[src/rtl/elevator_pkg.sv]
// Shared types and helpers for the elevator scheduler slice.
// Optional build macro: ELEVATOR_DOOR_HOLD_EN (door hold button).
package elevator_pkg;

    typedef enum logic [1:0] {
        IDLE      = 2'd0,
        MOVE_UP   = 2'd1,
        MOVE_DOWN = 2'd2,
        DOOR      = 2'd3
    } state_e;

    localparam logic DIR_UP   = 1'b1;
    localparam logic DIR_DOWN = 1'b0;

    // Bit width needed to index n items; never narrower than one bit.
    function automatic int fw(input int n);
        return (n > 1) ? $clog2(n) : 1;
    endfunction

endpackage

[src/rtl/elevator_tick_timer.sv]
// Loadable down-counter shared by the travel and door phases; holds at zero.
// Build macro ELEVATOR_DOOR_HOLD_EN does not affect this block.
module elevator_tick_timer
    import elevator_pkg::*;
#(
    parameter int W = 5
) (
    input  logic         clk,
    input  logic         reset,
    input  logic         load,
    input  logic [W-1:0] value,
    output logic         zero
);

    logic [W-1:0] cnt_q, cnt_d;

    always_comb begin
        cnt_d = cnt_q;
        if (load) begin
            cnt_d = value;
        end else if (cnt_q != '0) begin
            cnt_d = cnt_q - W'(1);
        end
    end

    always_ff @(posedge clk) begin
        if (!reset) begin
            cnt_q <= '0;
        end else begin
            cnt_q <= cnt_d;
        end
    end

    assign zero = (cnt_q == '0);

endmodule

[src/rtl/elevator_scheduler.sv]
// Single-cab SCAN scheduler: motor/door sequencing and request clear strobes.
// Define ELEVATOR_DOOR_HOLD_EN to add the door_hold input that keeps the door open.
module elevator_scheduler
    import elevator_pkg::*;
#(
    parameter int FLOORS      = 8,
    parameter int FLOOR_TICKS = 16,
    parameter int DOOR_TICKS  = 32
) (
    input  logic                    clk,
    input  logic                    reset,
    input  logic [FLOORS-1:0]       req_in,
    input  logic [FLOORS-1:0]       req_up,
    input  logic [FLOORS-1:0]       req_down,
`ifdef ELEVATOR_DOOR_HOLD_EN
    input  logic                    door_hold,
`endif
    output logic [fw(FLOORS)-1:0]   cur_floor,
    output logic                    motor_up,
    output logic                    motor_down,
    output logic                    door_open,
    output logic                    dir_up,
    output logic [FLOORS-1:0]       clr_in,
    output logic [FLOORS-1:0]       clr_up,
    output logic [FLOORS-1:0]       clr_down
);

    localparam int FW   = fw(FLOORS);
    localparam int TMAX = (FLOOR_TICKS > DOOR_TICKS) ? FLOOR_TICKS : DOOR_TICKS;
    localparam int TW   = fw(TMAX);
    localparam logic [TW-1:0]     TRAVEL_LOAD = TW'(FLOOR_TICKS - 1);
    localparam logic [TW-1:0]     DOOR_LOAD   = TW'(DOOR_TICKS - 1);
    localparam logic [FLOORS-1:0] ONE         = FLOORS'(1);

    function automatic logic any_above(input logic [FLOORS-1:0] v, input int f);
        logic r;
        r = 1'b0;
        for (int i = 0; i < FLOORS; i++) begin
            if (i > f) r = r | v[i];
        end
        return r;
    endfunction

    function automatic logic any_below(input logic [FLOORS-1:0] v, input int f);
        logic r;
        r = 1'b0;
        for (int i = 0; i < FLOORS; i++) begin
            if (i < f) r = r | v[i];
        end
        return r;
    endfunction

    // Bits at floor f that a stop in direction up serves: {in, up, down}.
    function automatic logic [2:0] served_at(input logic [FLOORS-1:0] ri,
                                             input logic [FLOORS-1:0] ru,
                                             input logic [FLOORS-1:0] rd,
                                             input int f, input logic up);
        logic [FLOORS-1:0] all;
        all = ri | ru | rd;
        return {ri[f],
                ru[f] & (up | !any_below(all, f)),
                rd[f] & (!up | !any_above(all, f))};
    endfunction

    state_e            state_q, state_d;
    logic [FW-1:0]     floor_q, floor_d;
    logic              dir_q, dir_d;
    logic              motor_up_q, motor_down_q, door_open_q;
    logic [FLOORS-1:0] clr_in_q, clr_up_q, clr_down_q;
    logic [FLOORS-1:0] clr_in_d, clr_up_d, clr_down_d;
    logic [FLOORS-1:0] all_req;
    logic [2:0]        srv;
    logic              above, below, stop, hold;
    logic              tmr_load, tmr_zero;
    logic [TW-1:0]     tmr_value;
    int                cf, nf;

`ifdef ELEVATOR_DOOR_HOLD_EN
    assign hold = door_hold;
`else
    assign hold = 1'b0;
`endif

    elevator_tick_timer #(.W(TW)) u_timer (
        .clk   (clk),
        .reset (reset),
        .load  (tmr_load),
        .value (tmr_value),
        .zero  (tmr_zero)
    );

    always_comb begin
        state_d   = state_q;
        floor_d   = floor_q;
        dir_d     = dir_q;
        tmr_load  = 1'b0;
        tmr_value = '0;
        srv       = '0;
        stop      = 1'b0;
        cf        = int'(floor_q);
        nf        = cf;
        all_req   = req_in | req_up | req_down;
        above     = any_above(all_req, cf);
        below     = any_below(all_req, cf);

        case (state_q)
            IDLE: begin
                // Only open for bits this direction actually clears, so the door cannot cycle forever.
                srv = served_at(req_in, req_up, req_down, cf, dir_q);
                if (|srv) begin
                    state_d = DOOR;  tmr_load = 1'b1; tmr_value = DOOR_LOAD;
                end else if (dir_q && above) begin
                    state_d = MOVE_UP;   tmr_load = 1'b1; tmr_value = TRAVEL_LOAD;
                end else if (below) begin
                    state_d = MOVE_DOWN; tmr_load = 1'b1; tmr_value = TRAVEL_LOAD;
                    dir_d   = DIR_DOWN;
                end else if (above) begin
                    state_d = MOVE_UP;   tmr_load = 1'b1; tmr_value = TRAVEL_LOAD;
                    dir_d   = DIR_UP;
                end
            end
            MOVE_UP: begin
                if (tmr_zero) begin
                    nf      = cf + 1;
                    floor_d = FW'(nf);
                    stop    = req_in[nf] | req_up[nf] |
                              (req_down[nf] & !any_above(all_req, nf)) | (nf == FLOORS - 1);
                end
            end
            MOVE_DOWN: begin
                if (tmr_zero) begin
                    nf      = cf - 1;
                    floor_d = FW'(nf);
                    stop    = req_in[nf] | req_down[nf] |
                              (req_up[nf] & !any_below(all_req, nf)) | (nf == 0);
                end
            end
            DOOR: begin
                // Bits already being cleared this cycle are still visible from the latch; ignore them.
                srv = served_at(req_in, req_up, req_down, cf, dir_q) &
                      ~{clr_in_q[cf], clr_up_q[cf], clr_down_q[cf]};
                if (|srv || hold) begin
                    tmr_load = 1'b1; tmr_value = DOOR_LOAD;
                end else if (tmr_zero) begin
                    state_d = IDLE;
                end
            end
            default: state_d = IDLE;
        endcase

        if ((state_q == MOVE_UP || state_q == MOVE_DOWN) && tmr_zero) begin
            tmr_load = 1'b1;
            if (stop) begin
                state_d   = DOOR;
                tmr_value = DOOR_LOAD;
                srv       = served_at(req_in, req_up, req_down, nf, dir_q);
            end else begin
                tmr_value = TRAVEL_LOAD;
            end
        end

        clr_in_d   = srv[2] ? (ONE << nf) : '0;
        clr_up_d   = srv[1] ? (ONE << nf) : '0;
        clr_down_d = srv[0] ? (ONE << nf) : '0;
    end

    always_ff @(posedge clk) begin
        if (!reset) begin
            state_q      <= IDLE;
            floor_q      <= '0;
            dir_q        <= DIR_UP;
            motor_up_q   <= 1'b0;
            motor_down_q <= 1'b0;
            door_open_q  <= 1'b0;
            clr_in_q     <= '0;
            clr_up_q     <= '0;
            clr_down_q   <= '0;
        end else begin
            state_q      <= state_d;
            floor_q      <= floor_d;
            dir_q        <= dir_d;
            motor_up_q   <= (state_d == MOVE_UP);
            motor_down_q <= (state_d == MOVE_DOWN);
            door_open_q  <= (state_d == DOOR);
            clr_in_q     <= clr_in_d;
            clr_up_q     <= clr_up_d;
            clr_down_q   <= clr_down_d;
        end
    end

    assign cur_floor  = floor_q;
    assign motor_up   = motor_up_q;
    assign motor_down = motor_down_q;
    assign door_open  = door_open_q;
    assign dir_up     = dir_q;
    assign clr_in     = clr_in_q;
    assign clr_up     = clr_up_q;
    assign clr_down   = clr_down_q;

endmodule

[config.mk]
export PLATFORM = sky130hd
export DESIGN_NAME = elevator_scheduler
export DESIGN_NICKNAME = d
export VERILOG_FILES = /design/src/rtl/elevator_pkg.sv /design/src/rtl/elevator_tick_timer.sv /design/src/rtl/elevator_scheduler.sv
export SDC_FILE = /design/constraint.sdc
export NUM_CORES = 1
export LEC_CHECK = 0
export BUFFER_PORTS_ARGS = -buffer_cell sky130_fd_sc_hd__buf_2
export CAP_MARGIN = 30
export CELL_PAD_IN_SITES_DETAIL_PLACEMENT = 1
export CELL_PAD_IN_SITES_GLOBAL_PLACEMENT = 1
export CORE_ASPECT_RATIO = 1.1
export CORE_MARGIN = 2
export CORE_UTILIZATION = 46
export DETAILED_ROUTE_END_ITERATION = 10
export HOLD_SLACK_MARGIN = 0.03
export PLACE_DENSITY_LB_ADDON = 0.12
export SLEW_MARGIN = 20
export SYNTH_ARGS = -nofsm -noshare
export SYNTH_HDL_FRONTEND = slang
export SYNTH_SLANG_ARGS = --single-unit
[constraint.sdc]
create_clock -name clk -period 5.15 [get_ports clk]
set_clock_uncertainty 0.1 [all_clocks]
set_input_delay 0.2575 -clock clk [delete_from_list [all_inputs] [get_ports clk]]
set_output_delay 0.2575 -clock clk [all_outputs]
set_load 0.01 [all_outputs]
==> reports/results.ini <==
[floorplan]
rows = 32
die_y_um = 93.86
start_util_pct = 47.92
dieArea_um2 = 8043
die_w_um = 85.70
io_pins = 57
coreArea_um2 = 7047

[worst_setup_path]
rr_endpoint = clr_down[5]
rrSetupSlack_ns = 1.26
criticalPathCategory = flop to flop
crit_path_cell_trace = inv_2 -> ha_1 -> nand2b_1 -> nand2_1 -> a21o_1 -> mux2_2 -> o22ai_1 -> nor3_1 -> nor2_1 -> nor3_1
worstPathMaxFanout = 19
crit_path_max_incr_delay_ns = 0.76
rr_worst_depth = 10
crit_buf_inv = 1
endpoint_kind = flop
slowest_stage = dfxtp_1
worstSetupStartpointType = flop
crit_top_cell = nor3_1
crit_arrival_ns = 3.96
critPathRequiredTime_ns = 5.22
critPathTopFamily = simple AND/OR/NAND/NOR gates
r2r_start = cur_floor[2]

[sta]
maxSlewHeadroom_pct = 30.77
finalSetupTns_ns = 0
fmax_mhz = 256.9
finalHoldViolCount = 0
worst_pin_slew_ns = 1.030
rsz0062_at_grt = no
setup_violations = 0
fin_crit_ns = 3.893
setup_slack_ns = 1.257
maxSlewViolCount = 0
period_share_pct = 75.58

[global_route]
antenna_found_initial = 0
grt_pass1_wl_mm = 19.26
grt_pass1_vias = 3590
gr-total-overflow = 0
grt_usage_pct = 30.77
grt_start_max_net_pins = 51

[drt]
avgViaCountPerCell = 6.538
num_vias = 3498
drc = 0
drt-wirelength-per-cell_um = 22.48
drtIter0Drc = 259
first_pass_iters = 4
routed_wirelength_mm = 12.03
met3_length_um = 705
met2_length_mm = 5.895
wl_met1_mm = 5.055
detail-route-antenna-nets = 0
routed.top_layer = met4

[run_status]
outcome = finished clean

[worst_hold_path]
whs_endpoint = dir_up
hold_path_depth = 2
hp-class = primary input to flop
hold_path_startpoint = reset

[synth]
synth_nets = 441
seq_area_frac_synth_pct = 22.53
syn-mean-instance-area_um2 = 8.464
synth_flop_cell = dfxtp_1
synth_cell_types = 71
synth_top_area_share_pct = 22.53
syn_area_um2 = 3377
yosys_warnings = 0
synthCells = 399
yosys-top-cells-area = dfxtp_1, mux4_2, ha_1
synth_seq_cells = 38
synth_edf_count = 0
yosys.area.top_type = dfxtp_1
async_flop_share_pct = 0

[power_and_ir_drop]
vdd_drop_max_mv = 0.3721
power_density_nw_per_um2 = 418.0
internal_power_mw = 0.8154
combPwrFrac_pct = 61.8
p_clk_share_pct = 14.2
leakage_nw = 1.502
seq_power_share_pct = 24.0
p_sw_share_pct = 48.62
switching_power_mw = 0.7715

[layout]
area_growth_pct = 12.41
finalNetCount = 491
diodes = 0
drive_above_1_share_pct = 24.44

[clock_network]
cts.sinks = 38
cts_setup_buffers = 0
cts_tree = yes
postCtsResizedCells = 0
worst_skew_pair.late_latency_ns = 0.30
h-tree-depth = 2
cts_buffers = 5
clock-root-buffer = clkbuf_8
path_clk_slew_ns = 0.09
cts_hold_buf = 0
clockBufferDepth = 2

[job]
max_cap_violations = 0

[placement]
routabilityCongestion = 0.9360
dp_slack_ns = 1.305
portBuffers = 56
place_hpwl_mm = 9.029

==> through the flow <==
stage	hold slack, ns	cell area, µm²	std cells	utilization, %	total power [mW]
global placement	0.3959	3696	526	52.45	1.319
CTS	0.07938	3796	535	53.87	1.577
finish	0.08121	3796	535	53.87	1.587
detailed placement	0.3937	3701	527	52.52	1.339
floorplan	0.2293	3377	399	-	1.106
global route	0.09151	3796	535	53.87	1.696
==> power by group through the flow <==
stage               logic [mW]  registers (mW)  clock network [mW]
floorplan                0.718           0.388                   0
global placement         0.935           0.384                   0
detailed placement       0.951           0.388                   0
CTS                      0.967           0.382               0.228
global route              1.07           0.387               0.242
finish                   0.980           0.381               0.226
==> cells by family (layout without fill, tap and decap cells) <==
group | Yosys count | count (layout) | share of synthesized area, %
XOR/XNOR | 4 | 4 | 1.038
flip-flops | 38 | 38 | 22.53
buffers and inverters | 42 | 93 | 5.928
AO/OA/AOI/OAI | 113 | 113 | 24.86
adder cells (fa/ha/maj) | 17 | 17 | 6.224
AND/OR/NAND/NOR | 146 | 146 | 21.34
multiplexers | 39 | 39 | 18.08
==> synthesized netlist by cell type (all sizes together) (10+ instances only) <==
cell type,number
clkbuf,11
mux4,17
buf,10
mux2i,16
dfxtp,38
a21oi,25
o21ai,17
nor2,42
ha,16
nor3,28
inv,20
nand2,35
==> flip-flops by register name (all words and copies together), names as in the netlist <==
register	cells
dir_up	1
motor_up	1
cur_floor	3
motor_down	1
clr_down	8
clr_in	8
door_open	1
clr_up	8
state_q	2
u_timer.cnt_q	5
==> layer usage <==
| layer | track usage [%] | vias to the layer above |
|---|---|---|
| met2 | 52.67 | 134 |
| met4 | 10.19 | 0 |
| met3 | 4.394 | 32 |
| met1 | 39.68 | 1716 |
| met5 | 0 | - |
| li1 | - | 1616 |
==> area by class of cell <==
cell class                      instances  area, µm²
Multi-Input combinational cell        319       2416
Tap cell                               85      106.4
Fill cell                             898       3251
Sequential cell                        38      762.0
Timing Repair Buffer                   64      337.8
Inverter                               21      78.83
Clock inverter                          2      12.51
Clock buffer                            6      82.58
==> cells in the final DEF (no fill, tap or decap), types with 3 or more instances in the layout <==
cell type  netlist  final
a21o_1           4      4
a21oi_1         24     24
a22oi_1          5      5
a31oi_1          4      4
and2_1           3      3
and3_1           4      4
buf_2            4     57
buf_4            2      7
clkbuf_8         0      6
dfxtp_1         38     37
ha_1            16     16
inv_1           19     19
mux2_2           6      6
mux2i_1         16     16
mux4_2          17     17
nand2_1         35     35
nand2b_1         8      8
nand3_1          7      7
nand4_1          4      4
nor2_1          42     42
nor2b_1          3      3
nor3_1          27     27
nor4b_1          3      3
o211ai_1         7      7
o21a_1           3      3
o21ai_0         15     15
o221ai_1         4      4
o22ai_1          8      8
o31ai_1          4      4
o32ai_1          4      4
xnor2_1          3      3
==> worst max-delay path by stage <==
stage                 startpoint          end  slack (ns)  cells past startpoint
global placement    cur_floor[2]  clr_down[2]        1.42                     10
finish              cur_floor[2]  clr_down[5]        1.26                     10
floorplan           cur_floor[0]  clr_down[0]        1.70                     13
CTS                 cur_floor[2]  clr_down[0]        1.30                     10
detailed placement  cur_floor[2]  clr_down[0]        1.30                     10
global route        cur_floor[2]  clr_down[5]        1.04                     10
No activity file was read; power rests on OpenSTA's default activity.
